<file path="config.mk">
export PLATFORM = sky130hd
export DESIGN_NAME = tick_sequence_controller
export DESIGN_NICKNAME = d
export VERILOG_FILES = /design/src/rtl/tick_sequence_controller.sv
export SDC_FILE = /design/constraint.sdc
export NUM_CORES = 1
export LEC_CHECK = 0
export ABC_AREA = 0
export BUFFER_PORTS_ARGS = -buffer_cell sky130_fd_sc_hd__buf_2
export CAP_MARGIN = 20
export CELL_PAD_IN_SITES_DETAIL_PLACEMENT = 0
export CELL_PAD_IN_SITES_GLOBAL_PLACEMENT = 1
export CORE_MARGIN = 4
export CORE_UTILIZATION = 44
export CTS_BUF_LIST = sky130_fd_sc_hd__clkbuf_4 sky130_fd_sc_hd__clkbuf_8
export DETAILED_ROUTE_END_ITERATION = 8
export PLACE_DENSITY = 0.91
export SLEW_MARGIN = 30
export SYNTH_ARGS = -nofsm -noshare
export SYNTH_HDL_FRONTEND = slang
export SYNTH_SLANG_ARGS = --single-unit
export TNS_END_PERCENT = 100
</file>
<file path="constraint.sdc">
create_clock -name ClockIn -period 4.7 [get_ports ClockIn]
set_clock_uncertainty 0.15 [all_clocks]
set_input_delay 0.47 -clock ClockIn [delete_from_list [all_inputs] [get_ports ClockIn]]
set_output_delay 0.47 -clock ClockIn [all_outputs]
set_load 0.02 [all_outputs]
</file>
<file path="src/rtl/tick_sequence_controller.sv">
// Run controller: latches speed/length on Start, paces Tick strobes from a
// reloadable rate divider and counts them down to zero, with pause and abort.
module tick_sequence_controller #(
   parameter int COUNT_W = 4,
   parameter int DIV_W   = 11,
   parameter int RELOAD1 = 499,
   parameter int RELOAD2 = 999,
   parameter int RELOAD3 = 1999
) (
   input  logic               ClockIn,
   input  logic               Reset,
   input  logic               Start,
   input  logic               Pause,
   input  logic               Stop,
   input  logic [1:0]         Speed,
   input  logic [COUNT_W-1:0] LoadValue,
   output logic               Tick,
   output logic [COUNT_W-1:0] CounterValue,
   output logic               Busy,
   output logic               Done,
   output logic [1:0]         State
);

   typedef enum logic [1:0] {
      IDLE  = 2'b00,
      RUN   = 2'b01,
      PAUSE = 2'b10,
      DONE  = 2'b11
   } state_t;

   state_t             state_q, state_d;
   logic [DIV_W-1:0]   div_q, div_d;
   logic [COUNT_W-1:0] cnt_q, cnt_d;
   logic [1:0]         spd_q, spd_d;
   logic               tick;

   function automatic logic [DIV_W-1:0] reload_of(input logic [1:0] spd);
      case (spd)
         2'b01:   return DIV_W'(RELOAD1);
         2'b10:   return DIV_W'(RELOAD2);
         2'b11:   return DIV_W'(RELOAD3);
         default: return '0;
      endcase
   endfunction

   assign tick = (state_q == RUN) && (div_q == '0);

   always_comb begin
      state_d = state_q;
      div_d   = div_q;
      cnt_d   = cnt_q;
      spd_d   = spd_q;
      if (Stop) begin
         state_d = IDLE;
         cnt_d   = '0;
         div_d   = '0;
      end else begin
         case (state_q)
            IDLE, DONE: begin
               if (Start) begin
                  spd_d = Speed;
                  cnt_d = LoadValue;
                  // A zero-length run goes straight to DONE, where the divider rests at 0.
                  if (LoadValue != '0) begin
                     state_d = RUN;
                     div_d   = reload_of(Speed);
                  end else begin
                     state_d = DONE;
                     div_d   = '0;
                  end
               end else begin
                  cnt_d = '0;
                  div_d = '0;
               end
            end
            RUN: begin
               if (tick) begin
                  cnt_d = cnt_q - COUNT_W'(1);
                  div_d = reload_of(spd_q);
                  if (cnt_q == COUNT_W'(1)) begin
                     state_d = DONE;
                     div_d   = '0;
                  end
               end else begin
                  // The divider still advances on the cycle Pause is first seen.
                  div_d = div_q - DIV_W'(1);
                  if (Pause) state_d = PAUSE;
               end
            end
            PAUSE: begin
               if (!Pause) state_d = RUN;
            end
            default: ;
         endcase
      end
   end

   always_ff @(posedge ClockIn or posedge Reset) begin
      if (Reset) begin
         state_q <= IDLE;
         div_q   <= '0;
         cnt_q   <= '0;
         spd_q   <= '0;
      end else begin
         state_q <= state_d;
         div_q   <= div_d;
         cnt_q   <= cnt_d;
         spd_q   <= spd_d;
      end
   end

   assign Tick         = tick;
   assign CounterValue = cnt_q;
   assign Busy         = (state_q == RUN) || (state_q == PAUSE);
   assign Done         = (state_q == DONE);
   assign State        = state_q;

endmodule

</file>
==> results.toml <==
[grt]
grt_max_degree = 20
grt_pass1_wl_um = 6831
grt_pass1_vias = 1422
antenna_found_initial = 0
grt-ovfl-total = 0
track_usage_pct = 19.03

[power_and_ir_drop]
p_leak_nw = 0.8018
peakVddDrop_mv = 0.3117
powerDensity_nw_per_um2 = 706.4

[clock_tree]
cts_root_buf = "clkbuf_8"
max-clock-path-buffers = 2
clk_pin_slew_worst_paths_ns = 0.08
clock_latency_ns = 0.26
cts-resized-gates = 0
ctsHoldBuffers = 0
numCtsBuffers = 3
cts.sinks = 19
htree_levels = 1
tritoncts = "done"
cts_setup_buffers = 0

[detailed_routing]
drt-total-wl_um = 4013
ant_nets = 0
drc_errors = 0
drt_iter0_markers = 101
wire_per_inst_um = 16.12
dr.pass1.iters = 4
vias = 1504
viasPerCell = 6.040

[yosys]
syn_area_um2 = 1628
syn_avg_cell_area_um2 = 8.659
syn-num-nets = 214
synth_top_family_by_area = "compound AO/OA/AOI/OAI gates"
synth.distinct_cells = 53
ys.flop_type = "dfrtp_1"
synth-xor-area-share_pct = 0
synthMuxAreaShare_pct = 0
synth-adder-area-share_pct = 11.53
yosysWarnings = 0
ys_seq_area_share_pct = 29.21
syn_inst = 188
synth_compound_area_share_pct = 28.36
synth_seq_cells = 19
synth-edff-count = 0
synthArstFlopShare_pct = 100.0
synth_simple_gate_area_share_pct = 24.75

[die]
die_area_um2 = 4737
die_x_um = 68.83
die_h_um = 68.83
io_pins = 20
core_um2 = 3442
initial_core_util_pct = 47.29
rows = 21

[status]
status = "completed"

[layout]
multiInputGateArea_um2 = 1057
diodes = 0
drive_above_1_share_pct = 18.72
nFillCells = 337
regArea_um2 = 475.5
mostFrequentLayoutCells = "19 x dfrtp_1, 19 x buf_2, 18 x inv_1, 18 x nand2_1, 15 x ha_1"
postLayoutCoreUtil_pct = 52.27
final_net_count = 230
areaGrowthSynthToFinish_pct = 10.53

[critical_path]
worst_setup_path_end_kind = "flip-flop"
rr_startpoint = "State[1]$_DFFE_PP0P_"
r2r_end = "div_q[8]$_DFFE_PP0P_"
crit_path_max_fanout = 19
ff2ff_setup_slack_ns = 1.83
arrival_ns = 2.89
r2r_cells = 6
required_ns = 4.72
critPathKind = "flip-flop to flip-flop"
worstSetupStartpointType = "flip-flop"

[timing]
relSlewSlack_pct = 47.73
hold_viol_final = 0
fmaxAchievable_ghz = 0.3481
slew_viol_final = 0
post-route-period-util_pct = 61.12
finalSetupTns_ns = 0
period_needed_ns = 2.873
rsz0062_at_grt = "no"
setup_viol = 0
worst_pin_slew_ns = 0.7840

[placement]
hpwl_um = 3115
portBuffers = 19
gp_congestion = 0.8558

[run]
cap_violations = 0

[min_path]
holdCritPathClass = "input pin to asynchronous set/reset pin"
-- area by class of cell --
class	count	share of cell area, %
multi-input cells	143	58.76
well taps	46	3.199
clock inverters	1	0.2782
clock buffers	3	2.295
repair buffers	19	5.285
inverters	18	3.755
flip-flops and latches	19	26.43
-- sequential cells by signal, indices dropped and copies added (netlist names) --
register and cells:
div_q 11, CounterValue 4, State 2, spd_q 2
-- critical path, stage by stage, from the launching register on --
cell and delay [ns]:
dfrtp_1 0.42, inv_1 0.09, ha_1 0.66, inv_1 0.33
a21oi_1 0.53, o211ai_1 0.33, o211ai_1 0.27
-- stage by stage --
step                      hold slack [ns]  instances  power, mW  setup WS, ns  area (µm²)
after CTS                          0.2111        249      1.269         1.893        1799
after floorplan                    0.2711        188     0.9519         2.558        1628
after detailed placement           0.3818        245      1.148         1.902        1753
after global routing               0.2573        249      1.386         1.649        1799
final                              0.1824        249      1.271         1.827        1799
after global placement             0.3671        245      1.128         2.086        1748
-- layer usage --
layer / up-vias / global-route usage, % / share of wire, %
met1: 707 / 26.94 / 46
met4: 0 / 5.353 / 1.0
met2: 61 / 30.75 / 46
li1: 731 / - / -
met3: 5 / 1.783 / 6.5
met5: - / 0 / 0
-- report_power, final --
part           leakage, nW  switching, mW  internal (mW)  total (mW)
Combinational        0.526          0.504          0.320       0.825
Sequential           0.251          0.100          0.230       0.330
Clock               0.0255         0.0570         0.0590       0.116
-- worst max-delay path by stage --
stage	from	endpoint	slack [ns]	depth (start not counted)
after floorplan	State[0]$_DFFE_PP0P_	div_q[6]$_DFFE_PP0P_	2.56	7
after global placement	State[1]$_DFFE_PP0P_	div_q[8]$_DFFE_PP0P_	2.09	6
after detailed placement	State[1]$_DFFE_PP0P_	div_q[8]$_DFFE_PP0P_	1.90	6
after CTS	State[1]$_DFFE_PP0P_	div_q[8]$_DFFE_PP0P_	1.89	6
after global routing	State[1]$_DFFE_PP0P_	div_q[1]$_DFFE_PP0P_	1.65	6
final	State[1]$_DFFE_PP0P_	div_q[8]$_DFFE_PP0P_	1.83	6
-- cells by family after synthesis --
logic type / count (synthesis)
adder cells (fa/ha/maj): 15
flip-flops: 19
AND/OR/NAND/NOR: 66
AO/OA/AOI/OAI: 62
buffers and inverters: 26
-- cells in the mapped netlist (2+ instances only) --
cell type,instances,area [µm²]
dfrtp_1,19,475.5
nor2b_1,2,12.51
a22o_1,2,17.52
or4_4,2,22.52
or4_1,2,15.01
nand2b_1,6,37.54
a21oi_1,8,40.04
o211ai_1,6,45.04
a32o_1,2,20.02
a211oi_1,2,15.01
a31oi_1,4,25.02
nand4_1,6,37.54
ha_1,15,187.7
o22ai_1,2,12.51
buf_2,2,10.01
o31ai_1,2,15.01
or2_2,2,12.51
nor2_1,11,41.29
nor3_1,3,15.01
nand3_1,4,20.02
clkbuf_1,5,18.77
nand2_1,18,67.56
o21a_1,2,15.01
o31ai_4,2,42.54
o21ai_0,14,70.07
inv_1,18,67.56
Note: power is estimated with default switching activity, not from simulation.
